### src/rtl/bcd_display_scanner_if.sv
// Handshake bundle carrying packed BCD words into the display scanner.
// valid/ready: a word moves on every rising clk edge where bcd_valid and
// bcd_ready are both 1; the source holds bcd_data stable while bcd_valid=1
// and bcd_ready=0, and may keep bcd_valid high indefinitely.
interface bcd_display_scanner_if #(
  parameter int NUM_DIGITS = 4
);
  logic                    bcd_valid;
  logic                    bcd_ready;
  logic [4*NUM_DIGITS-1:0] bcd_data;

  modport master (output bcd_valid, output bcd_data, input bcd_ready);
  modport slave  (input bcd_valid, input bcd_data, output bcd_ready);
endinterface

### src/rtl/bcd_display_scanner.sv
// Time-multiplexed common-segment 7-segment driver for a packed BCD word.
// Incoming words land in a shadow register and are committed to the display
// register only at a frame boundary (or while the scan is disabled), so a
// frame never shows a mix of old and new digits.
module bcd_display_scanner #(
  parameter int NUM_DIGITS     = 4,
  parameter int REFRESH_CYCLES = 1000
) (
  input  logic                  clk,
  input  logic                  aresetn,
  input  logic                  en,
  input  logic                  blank_lz,
  bcd_display_scanner_if.slave  bus,
  output logic [6:0]            seg,
  output logic [NUM_DIGITS-1:0] an
);

  localparam int CW = $clog2(REFRESH_CYCLES);
  localparam int IW = $clog2(NUM_DIGITS);
  localparam logic [CW-1:0] CNT_MAX = CW'(REFRESH_CYCLES - 1);
  localparam logic [IW-1:0] IDX_MAX = IW'(NUM_DIGITS - 1);

  logic [CW-1:0]           cnt;
  logic [IW-1:0]           idx;
  logic [4*NUM_DIGITS-1:0] shadow;
  logic [4*NUM_DIGITS-1:0] disp;
  logic                    pending;

  logic                    transfer;
  logic                    frame_end;
  logic                    commit;
  logic [3:0]              digits [NUM_DIGITS];
  logic [NUM_DIGITS-1:0]   zero_run;
  logic [6:0]              seg_next;

  // Segment pattern (g..a) for one BCD digit; codes A-F show a dash.
  function automatic logic [6:0] seg_pattern(input logic [3:0] d);
    case (d)
      4'd0:    seg_pattern = 7'h3F;
      4'd1:    seg_pattern = 7'h06;
      4'd2:    seg_pattern = 7'h5B;
      4'd3:    seg_pattern = 7'h4F;
      4'd4:    seg_pattern = 7'h66;
      4'd5:    seg_pattern = 7'h6D;
      4'd6:    seg_pattern = 7'h7D;
      4'd7:    seg_pattern = 7'h07;
      4'd8:    seg_pattern = 7'h7F;
      4'd9:    seg_pattern = 7'h6F;
      default: seg_pattern = 7'h40;
    endcase
  endfunction

  // Only one word can wait in the shadow register; ready drops while it is full.
  assign bus.bcd_ready = !pending;
  assign transfer      = bus.bcd_valid && !pending;
  assign frame_end     = (cnt == CNT_MAX) && (idx == IDX_MAX);
  // A transfer needs pending=0 and a commit needs pending=1, so they never collide.
  assign commit        = pending && (!en || frame_end);

  // Shadow capture on transfer, shadow-to-display copy on commit.
  always_ff @(posedge clk or negedge aresetn) begin
    if (!aresetn) begin
      shadow  <= '0;
      disp    <= '0;
      pending <= 1'b0;
    end else if (transfer) begin
      shadow  <= bus.bcd_data;
      pending <= 1'b1;
    end else if (commit) begin
      disp    <= shadow;
      pending <= 1'b0;
    end
  end

  // Dwell counter and digit index; held at digit 0 while the scan is disabled.
  always_ff @(posedge clk or negedge aresetn) begin
    if (!aresetn) begin
      cnt <= '0;
      idx <= '0;
    end else if (!en) begin
      cnt <= '0;
      idx <= '0;
    end else if (cnt == CNT_MAX) begin
      cnt <= '0;
      idx <= (idx == IDX_MAX) ? '0 : idx + IW'(1);
    end else begin
      cnt <= cnt + CW'(1);
    end
  end

  // Unpack digits and mark digits that sit inside the run of leading zeros.
  always_comb begin
    zero_run = '0;
    for (int k = 0; k < NUM_DIGITS; k++) begin
      digits[k] = disp[4*k +: 4];
    end
    zero_run[NUM_DIGITS-1] = (digits[NUM_DIGITS-1] == 4'd0);
    for (int k = NUM_DIGITS - 2; k >= 0; k--) begin
      zero_run[k] = (digits[k] == 4'd0) && zero_run[k+1];
    end
  end

  // Segment value for the digit currently selected; digit 0 is never blanked.
  always_comb begin
    seg_next = seg_pattern(digits[idx]);
    if (blank_lz && (idx != '0) && zero_run[idx]) begin
      seg_next = 7'h00;
    end
  end

  // Registered display drive; dark whenever the scan is disabled.
  always_ff @(posedge clk or negedge aresetn) begin
    if (!aresetn) begin
      seg <= '0;
      an  <= '0;
    end else if (!en) begin
      seg <= '0;
      an  <= '0;
    end else begin
      seg <= seg_next;
      an  <= NUM_DIGITS'(1) << idx;
    end
  end

endmodule

### src/flat_wrapper.sv
// flat-port wrapper written by rule: the top's interface ports become plain ports
module bcd_display_scanner_flat 
#(
  parameter int NUM_DIGITS     = 4,
  parameter int REFRESH_CYCLES = 1000
)
  (clk, aresetn, en, blank_lz, seg, an, bus_bcd_valid, bus_bcd_data, bus_bcd_ready);
  bcd_display_scanner_if #(.NUM_DIGITS(NUM_DIGITS)) bus_i ();
  input  logic clk;
  input  logic aresetn;
  input  logic en;
  input  logic blank_lz;
  output logic [6:0] seg;
  output logic [NUM_DIGITS-1:0] an;
  input wire logic [$bits(bus_i.bcd_valid)-1:0] bus_bcd_valid;
  input wire logic [$bits(bus_i.bcd_data)-1:0] bus_bcd_data;
  output wire logic [$bits(bus_i.bcd_ready)-1:0] bus_bcd_ready;
  assign bus_i.bcd_valid = bus_bcd_valid;
  assign bus_i.bcd_data = bus_bcd_data;
  assign bus_bcd_ready = bus_i.bcd_ready;
  bcd_display_scanner #(.NUM_DIGITS(NUM_DIGITS), .REFRESH_CYCLES(REFRESH_CYCLES)) u_core (.clk(clk), .aresetn(aresetn), .en(en), .blank_lz(blank_lz), .bus(bus_i), .seg(seg), .an(an));
endmodule
### config.mk
export PLATFORM = sky130hd
export DESIGN_NAME = bcd_display_scanner_flat
export DESIGN_NICKNAME = d
export VERILOG_FILES = /design/src/rtl/bcd_display_scanner_if.sv /design/src/rtl/bcd_display_scanner.sv /design/src/flat_wrapper.sv
export SDC_FILE = /design/constraint.sdc
export NUM_CORES = 1
export LEC_CHECK = 0
export CAP_MARGIN = 20
export CORE_AREA = 2 2 75 77
export CTS_BUF_LIST = sky130_fd_sc_hd__clkbuf_8
export CTS_CLUSTER_DIAMETER = 100
export DETAILED_ROUTE_END_ITERATION = 7
export DIE_AREA = 0 0 77 79
export HOLD_SLACK_MARGIN = 0.15
export PLACE_DENSITY = 0.84
export SETUP_SLACK_MARGIN = 0.02
export SYNTH_ARGS = -nofsm -noshare
export SYNTH_HDL_FRONTEND = slang
export SYNTH_SLANG_ARGS = --single-unit
### constraint.sdc
create_clock -name clk -period 2.1 [get_ports clk]
set_input_delay 0.525 -clock clk [delete_from_list [all_inputs] [get_ports clk]]
set_output_delay 0.525 -clock clk [all_outputs]
set_load 0.03 [all_outputs]
==> metrics.md <==
| Metric | Value |
|---|---|
| RSZ-0062 raised after global routing | `false` |
| Worst VDD drop | `603 uV` |
| Commonest non-fill, non-tap cell in the layout | `dfrtp_1` |
| Die ar. | `6080 um^2` |
| DP Worst Slack | `0.0400 ns` |
| Total gr overflow | `0` |
| Number of synthesized flops with an enable pin | `0` |
| Period minus WS final | `1.98 ns` |
| Chip Height | `79 um` |
| Max Cap Violations | `0` |
| Synthesized area | `2610 um^2` |
| CTS buffer count | `5` |
| Slew Limit Fails | `0` |
| Initial antenna violation count | `0` |
| Critical path depth | `2` |
| Pwr/cell area | `982 nW/um^2` |
| Vias post-DR | `1,579` |
| Wire length of the first global-routing pass | `7.85 mm` |
| Vias in the first global route | `1,688` |
| Worst Setup Path Type | `flip-flop to primary output` |
| Non-Filler Instances | `310` |
| Final Hold Slack | `0.205 ns` |
| Worst Path Required | `1.57 ns` |
| Num rows | `27` |
| Fin worst setup slack | `0.122 ns` |
| Initial core utilization | `48.9%` |
| Min-Delay Path Class | `input port to async pin` |
| FF+latch count, synth | `56` |
| Number of library cell types mapped by synthesis | `37` |
| Post-synth ARST share | `100%` |
| CP max-delay cell | `clkdlybuf4s50_1` |
| Clock Pin Slew Worst Setup and Hold Paths | `0.09 ns` |
| Design Area, Final | `3150 um^2` |
| Top FF cell, synth | `dfrtp_1` |
| Dpl cells | `301` |
| Status | `complete, no violations` |
| # H-tree levels | `2` |
| Dpl cell area | `3040 um^2` |
| Setup_tns | `0 ns` |
| Syn_nets | `230` |
| Worst EP arrival | `1.45 ns` |
| Seq/Total Area, Yosys | `53.7%` |
| Synth Area per Inst | `13.1 um^2` |
| CTS Sinks | `56` |
| Cells after synthesis | `199` |
| Gr usage total | `16.1%` |
| Post-route DRC violation count | `0` |
| Antenna diodes | `0` |
| Boundary pin count | `33` |
| Synthesis-to-layout area growth | `20.7%` |
| CP cell instances | `inv_1, clkdlybuf4s50_1` |
| Crit share post-route | `94.2%` |
| Hpwl dp | `3.10 mm` |
| Die X | `77 um` |
| Clk_skew | `0.00811 ns` |
| WP buf/inv | `2` |
| Fin. Hold Viols | `0` |
| DR iter-0 viols | `77` |
| Max clock buf depth | `2` |
| Syn. warnings | `0` |
| DR WL/cell | `13.8 um` |
| Routed WL | `4.27 mm` |
| Post-route ant nets | `0` |
| Fmax | `505 MHz` |
| Worst reg2reg path depth | `6` |
| CTS root buffer | `clkbuf_8` |
| Share of layout cells above drive strength 1 | `23.5%` |
| Drt pass-1 iters | `4` |
| Cts hold-fix bufs | `0` |
| Core Region | `5340 um^2` |
| Critical path's top delay family | `buffers and inverters` |
| Final setup violation count | `0` |
| Buffers on Ports | `32` |
| Largest net degree at the start of global routing | `57` |
| Slew headroom | `77.6%` |
| Leak | `1.40 nW` |
| Slowest stage delay, CP | `0.67 ns` |
| Total design power | `3.09 mW` |
| Drt via density | `5.09` |
| Clk_lat worst skew | `0.30 ns` |
| Layout Nets | `269` |
| Worst-Margin Slew | `0.336 ns` |
| Most frequent cells in the layout | `55 x dfrtp_1, 31 x clkdlybuf4s50_1, 22 x mux2_2` |
| Critical path endpoint category | `primary output` |
| CP Launch Type | `flip-flop` |
| GPL Wtd Cong | `0.916` |
| CP max FO | `3` |
| CTS tree | `yes` |
| Finished Core Util | `59.0%` |
-- what timing repair did --
item / CTS / global route
pin swaps: 0 / 0
resized for setup: 1 / 1
endpoints found under the setup margin: 1 / 2
setup buffers: 0 / 2
-- worst reg2reg max path: stages, from the launching register on --
cell	delay (ns)
dfrtp_2	0.45
mux4_2	0.61
inv_1	0.14
ha_1	0.18
nor2_1	0.05
a211o_1	0.28
a211oi_2	0.16
-- sequential cells by signal, indices dropped and copies added (netlist names) --
| name | count |
|---|---|
| u_core.an | 4 |
| u_core.cnt | 10 |
| u_core.disp | 16 |
| u_core.idx | 2 |
| u_core.pending | 1 |
| u_core.seg | 7 |
| u_core.shadow | 16 |
-- cell type report --
class                           count  area, um^2
Inverter                            9        33.8
Sequential cell                    56        1400
Tap cell                           72        90.1
Multi-Input combinational cell    126        1120
Fill cell                         461        2190
Clock buffer                        7        96.3
Timing Repair Buffer               40         413
-- path summary, 6_finish.rpt --
path / startpoint / end / slack (ns)
min in group clk: u_core.shadow[5] / u_core.disp[5] / 0.51
worst max register to register: u_core.idx[0] / u_core.seg[5] / 0.14
worst min-delay path: aresetn / u_core.disp[1] / 0.20
worst min register to register: u_core.shadow[5] / u_core.disp[5] / 0.51
worst max-delay path: u_core.pending / bus_bcd_ready / 0.12
max in group asynchronous: aresetn / u_core.shadow[1] / 1.65
-- synth_stat cells (5+ instances only) --
library cell / n / area share, %
nand3_1: 5 / 0.96
mux2_4: 10 / 5.7
inv_1: 9 / 1.3
nor3b_1: 6 / 1.7
nor2_1: 14 / 2.0
nand2_1: 5 / 0.72
o21ai_0: 5 / 0.96
xnor2_1: 5 / 1.7
ha_1: 10 / 4.8
mux2_2: 22 / 9.5
and2_1: 5 / 1.2
dfrtp_1: 56 / 54
-- cell families after synthesis --
| family | count (synthesis) | synth area share [%] |
|---|---|---|
| multiplexers | 39 | 20.0 |
| AO/OA/AOI/OAI | 16 | 4.03 |
| AND/OR/NAND/NOR | 53 | 11.4 |
| adder cells (fa/ha/maj) | 10 | 4.79 |
| buffers and inverters | 17 | 3.45 |
| XOR/XNOR | 8 | 2.68 |
| flip-flops | 56 | 53.7 |
-- report_power, final --
group / internal (mW) / total (mW) / switching [mW]
registers: 1.34 / 1.52 / 0.179
logic: 0.529 / 0.970 / 0.441
clock network: 0.294 / 0.607 / 0.313
-- metal layers --
layer	up-vias	track usage, %	part of all wire (%)	routed length [um]
met5	-	0	0	0
met2	33	27.8	50	2140
met3	2	3.98	4.0	170
met1	774	20.4	45	1940
li1	770	-	-	-
met4	0	4.46	0.35	15
No activity file was read; power rests on OpenSTA's default activity.
